==> src/rtl/dm_lsu.sv <==
// Load/store unit between the RV32I execute stage and a data SRAM with configurable read latency.
// Accepts one access at a time over valid/ready, aligns stores, extracts/extends loads, and reports faults.
module dm_lsu #(
    parameter int ADDR_WIDTH = 14,
    parameter int RD_LAT     = 1
) (
    input  logic                  clk,
    input  logic                  rst,
    input  logic                  req_valid_i,
    output logic                  req_ready_o,
    input  logic                  req_we_i,
    input  logic [2:0]            req_funct3_i,
    input  logic [31:0]           req_addr_i,
    input  logic [31:0]           req_wdata_i,
    output logic                  rsp_valid_o,
    output logic [31:0]           rsp_rdata_o,
    output logic                  rsp_fault_o,
    output logic                  DM_OE,
    output logic [ADDR_WIDTH-1:0] DM_A,
    output logic [3:0]            DM_WEB,
    output logic [31:0]           DM_DI,
    input  logic [31:0]           DM_DO
);

    // Handshake: an access transfers in a cycle where req_valid_i && req_ready_o;
    // the core must hold all request fields stable until that cycle.
    typedef enum logic {IDLE = 1'b0, WAIT = 1'b1} state_e;

    state_e                state_q, state_d;
    logic [3:0]            cnt_q, cnt_d;
    logic [ADDR_WIDTH-1:0] a_q, a_d;
    logic [31:0]           di_q, di_d;
    logic [2:0]            f3_q, f3_d;
    logic [1:0]            off_q, off_d;
    logic                  rsp_valid_q, rsp_valid_d;
    logic                  rsp_fault_q, rsp_fault_d;
    logic [31:0]           rsp_rdata_q, rsp_rdata_d;

    logic                  accept;
    logic                  fault;
    logic [ADDR_WIDTH-1:0] word_addr;
    logic [31:0]           st_data;
    logic [3:0]            st_web;
    logic                  unused_addr;

    assign unused_addr = ^req_addr_i[31:ADDR_WIDTH+2];
    assign word_addr   = req_addr_i[ADDR_WIDTH+1:2];
    assign req_ready_o = (state_q == IDLE) && !rst;
    assign accept      = req_valid_i && req_ready_o;

    function automatic logic [31:0] extract(input logic [2:0] f3, input logic [1:0] off,
                                            input logic [31:0] d);
        logic [7:0]  b;
        logic [15:0] h;
        b = d[{off, 3'b000} +: 8];
        h = off[1] ? d[31:16] : d[15:0];
        case (f3)
            3'd0:    extract = {{24{b[7]}}, b};
            3'd1:    extract = {{16{h[15]}}, h};
            3'd4:    extract = {24'd0, b};
            3'd5:    extract = {16'd0, h};
            default: extract = d;
        endcase
    endfunction

    always_comb begin
        fault = 1'b0;
        if (req_we_i) begin
            case (req_funct3_i)
                3'd0:    fault = 1'b0;
                3'd1:    fault = req_addr_i[0];
                3'd2:    fault = |req_addr_i[1:0];
                default: fault = 1'b1;
            endcase
        end else begin
            case (req_funct3_i)
                3'd0, 3'd4: fault = 1'b0;
                3'd1, 3'd5: fault = req_addr_i[0];
                3'd2:       fault = |req_addr_i[1:0];
                default:    fault = 1'b1;
            endcase
        end
    end

    // Store data is replicated across lanes so the SRAM only needs the byte enables.
    always_comb begin
        st_data = req_wdata_i;
        st_web  = 4'b0000;
        case (req_funct3_i[1:0])
            2'd0: begin
                st_data = {4{req_wdata_i[7:0]}};
                st_web  = ~(4'b0001 << req_addr_i[1:0]);
            end
            2'd1: begin
                st_data = {2{req_wdata_i[15:0]}};
                st_web  = req_addr_i[1] ? 4'b0011 : 4'b1100;
            end
            default: ;
        endcase
    end

    always_comb begin
        state_d     = state_q;
        cnt_d       = cnt_q;
        a_d         = a_q;
        di_d        = di_q;
        f3_d        = f3_q;
        off_d       = off_q;
        rsp_valid_d = 1'b0;
        rsp_fault_d = 1'b0;
        rsp_rdata_d = 32'd0;
        DM_OE       = 1'b0;
        DM_WEB      = 4'b1111;
        DM_A        = a_q;
        DM_DI       = di_q;
        case (state_q)
            IDLE: begin
                if (accept) begin
                    rsp_valid_d = 1'b0;
                    if (fault) begin
                        rsp_valid_d = 1'b1;
                        rsp_fault_d = 1'b1;
                    end else if (req_we_i) begin
                        DM_A        = word_addr;
                        DM_DI       = st_data;
                        DM_WEB      = st_web;
                        a_d         = word_addr;
                        di_d        = st_data;
                        rsp_valid_d = 1'b1;
                    end else begin
                        DM_OE = 1'b1;
                        DM_A  = word_addr;
                        a_d   = word_addr;
                        f3_d  = req_funct3_i;
                        off_d = req_addr_i[1:0];
                        if (RD_LAT == 0) begin
                            rsp_valid_d = 1'b1;
                            rsp_rdata_d = extract(req_funct3_i, req_addr_i[1:0], DM_DO);
                        end else begin
                            state_d = WAIT;
                            cnt_d   = 4'(RD_LAT);
                        end
                    end
                end
            end
            WAIT: begin
                // Counter reaches 1 in the cycle the SRAM data is valid.
                DM_OE = 1'b1;
                if (cnt_q == 4'd1) begin
                    rsp_valid_d = 1'b1;
                    rsp_rdata_d = extract(f3_q, off_q, DM_DO);
                    state_d     = IDLE;
                    cnt_d       = 4'd0;
                end else begin
                    cnt_d = cnt_q - 4'd1;
                end
            end
            default: state_d = IDLE;
        endcase
    end

    always_ff @(posedge clk) begin
        if (rst) begin
            state_q     <= IDLE;
            cnt_q       <= 4'd0;
            a_q         <= '0;
            di_q        <= 32'd0;
            f3_q        <= 3'd0;
            off_q       <= 2'd0;
            rsp_valid_q <= 1'b0;
            rsp_fault_q <= 1'b0;
            rsp_rdata_q <= 32'd0;
        end else begin
            state_q     <= state_d;
            cnt_q       <= cnt_d;
            a_q         <= a_d;
            di_q        <= di_d;
            f3_q        <= f3_d;
            off_q       <= off_d;
            rsp_valid_q <= rsp_valid_d;
            rsp_fault_q <= rsp_fault_d;
            rsp_rdata_q <= rsp_rdata_d;
        end
    end

    assign rsp_valid_o = rsp_valid_q;
    assign rsp_fault_o = rsp_fault_q;
    assign rsp_rdata_o = rsp_rdata_q;

endmodule

==> config.mk <==
export PLATFORM = sky130hd
export DESIGN_NAME = dm_lsu
export DESIGN_NICKNAME = d
export VERILOG_FILES = /design/src/rtl/dm_lsu.sv
export SDC_FILE = /design/constraint.sdc
export NUM_CORES = 1
export LEC_CHECK = 0
export ABC_CLOCK_PERIOD_IN_PS = 4800
export BUFFER_PORTS_ARGS = -buffer_cell sky130_fd_sc_hd__buf_2
export CELL_PAD_IN_SITES_DETAIL_PLACEMENT = 1
export CELL_PAD_IN_SITES_GLOBAL_PLACEMENT = 2
export CORE_MARGIN = 1
export CORE_UTILIZATION = 29
export CTS_CLUSTER_DIAMETER = 40
export DETAILED_ROUTE_END_ITERATION = 12
export GPL_TIMING_DRIVEN = 0
export PLACE_DENSITY_LB_ADDON = 0.1
export SLEW_MARGIN = 25
export SYNTH_ARGS = -nofsm -noshare
export SYNTH_HDL_FRONTEND = slang
export SYNTH_SLANG_ARGS = --single-unit
==> constraint.sdc <==
create_clock -name clk -period 4.8 [get_ports clk]
set_clock_uncertainty 0.05 [all_clocks]
set_input_delay 0.48 -clock clk [delete_from_list [all_inputs] [get_ports clk]]
set_output_delay 0.48 -clock clk [all_outputs]
set_load 0.01 [all_outputs]
Yosys cells after proc, flatten, opt, wreduce, memory -nomap -nowiden

Index checks and enable logic that the tools add are counted.

Logic and storage cells: 79
Register bits after elaboration: 90

Add/sub/neg operators: 1
Equality and inequality tests: 12
Shift operators: 2
Reductions and logical operators: 13
Multiplexer cells: 36
Bitwise gates (word level): 6

Operator list:

| kind                                                                | number |
|---|---|
| 32-bit two-way mux                                                  | 4 |
| 32-bit case mux with 4 select lines                                 | 1 |
| 32-bit case mux with 2 select lines                                 | 1 |
| 14-bit two-way mux                                                  | 3 |
| 4-bit two-way mux                                                   | 9 |
| 32-bit by 6-bit indexed part select with 8-bit output               | 1 |
| 16-bit two-way mux                                                  | 1 |
| 4-bit case mux with 2 select lines                                  | 2 |
| 3-bit == test (second input constant)                               | 4 |
| 1-bit two-way mux                                                   | 10 |
| 3-bit by 1-bit == test with 1-bit output (second input constant)    | 2 |
| 3-bit logical NOT                                                   | 2 |
| 2-bit inequality test (second input constant)                       | 3 |
| 1-bit case mux with 2 select lines                                  | 3 |
| 1-bit case mux with 3 select lines                                  | 2 |
| 2-bit OR reduction                                                  | 3 |
| 3-bit OR reduction                                                  | 2 |
| 1-bit inverter                                                      | 5 |
| 4-bit by 1-bit == test with 1-bit output (second input constant)    | 1 |
| 4-bit inverter                                                      | 1 |
| 4-bit AND reduction                                                 | 1 |
| 1-bit by 2-bit left shift with 4-bit output (first input constant)  | 1 |
| 4-bit by 1-bit subtractor with 4-bit output (second input constant) | 1 |
| 3-bit by 2-bit == test with 1-bit output (second input constant)    | 1 |
| other kinds (5)                                                     | 6 |

Longest topological paths before layout

Word-level depth: 7
Mapped depth: 7
Depth with buffers taken out: 6

Least setup slack after synthesis

Ideal clock, no wire load.

Path type: input to output
From: input port req_funct3_i[0]
To: output port DM_DI[10]
Arrival: 1858 ps
Cell stages on the path: 7
Slack: 2412 ps
Cells stage by stage: buf_2 -> nor4_4 -> o2111a_1 -> buf_2 -> buf_6 -> nor2_1 -> a21oi_1

Cells in the longest elaborated chain, start to end: 7

RTL lines:

| element                                                          | RTL line | RTL |
|---|---|---|
| start, declared                                                  | 12       | `input logic [2:0] req_funct3_i,` |
| 3-bit by 1-bit == test with 1-bit output (tied with other cells) | 69, 76   |  |
| 2-bit OR reduction                                               | 76       | `case (req_funct3_i)` |
| 1-bit case mux with 3 select lines                               | 76       |  |
| 1-bit two-way mux                                                | 68       | `if (req_we_i) begin` |
| 32-bit two-way mux *                                             | --       |  |
| 32-bit two-way mux *                                             | 118      | `if (accept) begin` |
| 32-bit two-way mux *                                             | 116      | `case (state_q)` |
| end, declared                                                    | 21       | `output logic [31:0] DM_DI,` |

Every way passes the cells marked *; elsewhere a longest branch is shown, timed or not.

Worst setup path in the final report

From: input port req_addr_i[0]
To: output port DM_DI[27]

Cells in the longest elaborated chain, start to end: 6

RTL lines:

| element                                               | RTL line | RTL |
|---|---|---|
| start, declared                                       | 13       | `input logic [31:0] req_addr_i,` |
| 2-bit OR reduction                                    | 72, 79   |  |
| 1-bit case mux with 3 select lines (on tied branches) | 76, 69   |  |
| 1-bit two-way mux *                                   | 68       |  |
| 32-bit two-way mux *                                  | --       |  |
| 32-bit two-way mux *                                  | 118      |  |
| 32-bit two-way mux *                                  | 116      |  |

Marks and branches as above.

==> summary.txt <==
Run status
  • Status: finished, final reports clean

Clock tree
  • H-tree levels: 3
  • Number of hold buffers added after CTS: 0
  • Worst skew pair latency: around 0.35 ns
  • Clk slew on worst S/H paths: 0.07 ns
  • Post-CTS Setup Bufs: 0
  • CTS Sinks: 90
  • Cts bufs inserted: 9
  • CTS max path bufs: 2
  • # resized after CTS: 0
  • Clock root buffer master: clkbuf_16
  • CTS tree: done

Drt
  • Starting DRC count in detailed routing: between 150 and 200
  • Post-DRT Antenna Nets: 0
  • Routed length per instance: between 15 and 20 um
  • # DRC: 0
  • Via count: slightly above 4,000
  • Final wirelength: between 10,000 and 15,000 um
  • DR pass1 iterations: 4
  • Vias/cell: 4.86

Power and ir drop
  • Leak: ~2.6 nW
  • Sw Share: roughly a quarter
  • Pint: roughly 1.3 mW
  • Psw: 440 uW
  • Clock group share of total power: about two fifths
  • PwrDens: about 300 nW/um^2
  • Comb pwr share: between 10% and 20%
  • Power share of the sequential group: a little under half
  • Max IR drop VDD: 0.000168 V

Yosys
  • Net Count, Synth: 579
  • Gate count after technology mapping: ~470
  • Synth cell count leaders: dfxtp_1, a21oi_1, nand2_1
  • EDFF count, synth: 0
  • Top cells by area, synth: dfxtp_1, mux2i_1, a21oi_1, nand2_1, mux2_4
  • Share of the synthesized area in the top cell type: 42.1%
  • Dominant cell type by area after synthesis: dfxtp_1
  • Synth Area per Inst: about 9 um^2
  • Post-Syn Area: approximately 4300 um^2
  • Count leader, synth: dfxtp_1
  • Synth Flop Type: dfxtp_1
  • #FFs+latches synth: 90
  • Sequential element share of the synthesized area: a little over two fifths
  • Distinct cells, synth: 40
  • Total number of yosys warnings: 0
  • Async SR Flop Fraction: 0%

Floorplanning
  • Die width: about 120 um
  • Cell Rows: between 40 and 50
  • Die area: 15,200 um^2
  • Chip height: 123 um
  • Core Area: around 14,000 um^2
  • Top Ports: between 150 and 200
  • Initial cell density of the core: between 20 and 30%

Global route
  • Vias in the first global route: about 4,200
  • Antenna violations before repair: 0
  • First-pass GRT wire length: approximately 22,000 um
  • GRT Util Overall: between 10% and 20%
  • Largest net degree at the start of global routing: 15
  • Grt ovf: 0

Placement
  • GPL Wtd Cong: ~0.77
  • Placed cell area: between 5000 and 6000 um^2
  • Port Buf Inserts: 170
  • Detailed Place HPWL: roughly 11,000 um
  • Pre-CTS setup slack: 2.03 ns

Cells and area
  • Diodes inserted: 0
  • Fillcell total: about 1,800
  • Sequential Area: 1800 um^2
  • Util after Layout: between 30% and 40%
  • Fraction of layout cells with a size suffix above 1: 35.8%
  • Nets: between 700 and 800
  • Multi-input logic area: roughly 2300 um^2
  • Area delta synth->final: 31.9%
  • Design area: 5650 um^2

STA
  • Slew Limit Fails: 0
  • Fin crit share: between 50% and 60%
  • RSZ-0062 raised after global routing: no
  • Setup-failing EPs final: 0
  • Final worst setup slack: about 2.0 ns
  • Final TNS setup: 0 ns
  • Highest clock rate: about 360 MHz
  • Final min period: ~2.8 ns
  • Fin. Hold Viols: 0
  • Worst-margin pin slew: 0.914 ns
  • Slew HR: between 30% and 40%
  • Worst Hold Slack: around 0.35 ns

Setup path
  • Crit path max fanout: 10
  • Reg2reg setup slack: ~2.6 ns
  • Crit end category: output pin
  • Cells on worst reg2reg path: 6
  • Reg-to-reg startpoint: off_q[1]$_SDFFE_PP0P_
  • Crit path top cell by count: buf_2
  • End of the worst register-to-register path: rsp_rdata_o[23]$_SDFF_PP0_
  • Critical path's slowest cell: nor4_4
  • CP peak stage delay: roughly 0.56 ns
  • Arr. time, crit path: between 2 and 2.5 ns
  • Critical Path Start Type: input pin
  • Crit Path Category: in -> out
  • CP required: about 4.3 ns
  • Worst path cell trace: buf_2 -> nor4_4 -> o2111a_1 -> buf_2 -> buf_2 -> nand2_1 -> nand2_1 -> buf_2

Worst hold path
  • WHS Endpoint: rsp_rdata_o[21]$_SDFF_PP0_
  • Worst hold-check path type: in -> reg
  • Hold Path Depth: 3
  • Hold_sp: DM_DO[21]

Run
  • Maxcap violations: 0
-- sequential cells by signal (all words and copies together), names as in the netlist --
name,cells
rsp_valid_o,1
rsp_fault_o,1
off_q,2
f3_q,3
rsp_rdata_o,32
cnt_q,4
state_q,1
di_q,32
a_q,14
-- power groups by stage --
stage	Clock (mW)	Combinational [mW]	Sequential, mW
3_3_place_gp	0	0.223	0.781
4_1_cts	0.726	0.227	0.765
3_5_place_dp	0	0.226	0.782
5_1_grt	0.752	0.247	0.766
6_report	0.706	0.225	0.765
2_1_floorplan	0	0.122	0.781
-- per-layer routing --
| layer | vias up | track usage (%) | wire length, um |
|---|---|---|---|
| met3 | 19 | 4.80 | 970 |
| met1 | 1931 | 22.8 | 6190 |
| met2 | 131 | 34.0 | 7090 |
| met4 | 0 | 8.13 | 290 |
| met5 | - | 0 | 0 |
| li1 | 2019 | - | - |
-- cell type report --
| cell class | count | area share (%) |
|---|---|---|
| Inverter | 6 | 0.399 |
| Multi-Input combinational cell | 338 | 40.1 |
| Timing Repair Buffer | 170 | 15.1 |
| Clock buffer | 10 | 4.06 |
| Tap cell | 184 | 4.08 |
| Clock inverter | 5 | 0.997 |
| Buffer | 40 | 3.39 |
| Sequential cell | 90 | 31.9 |
-- worst max-delay path: cells and delay by family --
kind	cells	cell delay, ns
AND/OR/NAND/NOR	3	0.77
buffers and inverters	4	0.73
AO/OA/AOI/OAI	1	0.23
-- per-stage QoR --
step	power [mW]	std cells
global route	1.76	843
finish	1.70	843
global placement	1.00	828
detailed placement	1.01	828
floorplan	0.903	474
CTS	1.72	843
-- worst max-delay path by stage --
stage / end / slack, ns / from
2_1_floorplan: DM_DI[10] / 2.41 / req_funct3_i[0]
3_3_place_gp: DM_DI[27] / 2.05 / req_addr_i[0]
3_5_place_dp: DM_DI[27] / 2.03 / req_addr_i[0]
4_1_cts: DM_DI[27] / 2.02 / req_addr_i[0]
5_1_grt: DM_DI[27] / 1.90 / state_q$_SDFF_PP0_
6_report: DM_DI[27] / 2.04 / req_addr_i[0]
-- logic make-up (layout without fill, tap and decap cells) --
logic type                 count (synthesis)  after routing  synth area share (%)
and+or+nand+nor                          145            145                  16.8
AOI/OAI and AO/OA                        132            132                  20.1
DFF                                       90             90                  42.1
muxes                                     59             59                  15.4
buffers and inverters                     46            231                  5.00
adders and majority gates                  2              2                 0.585
-- cells in the final DEF, fill, tap and decap left out, drive strengths merged, types with 2 or more instances in the layout --
master | synthesis | routed
a211oi | 17 | 17
a21oi | 70 | 70
a221oi | 3 | 3
a22o | 7 | 7
a22oi | 6 | 6
buf | 17 | 187
clkbuf | 23 | 33
clkinv | 0 | 3
dfxtp | 90 | 90
ha | 2 | 2
inv | 6 | 6
mux2 | 23 | 23
mux2i | 36 | 36
nand2 | 59 | 59
nand2b | 4 | 4
nand3 | 2 | 2
nor2 | 30 | 30
nor2b | 28 | 28
nor3 | 9 | 9
o21ai | 16 | 16
o21ba | 7 | 7
or3 | 7 | 7
or4b | 2 | 2
Note: power is estimated with default switching activity, not from simulation.
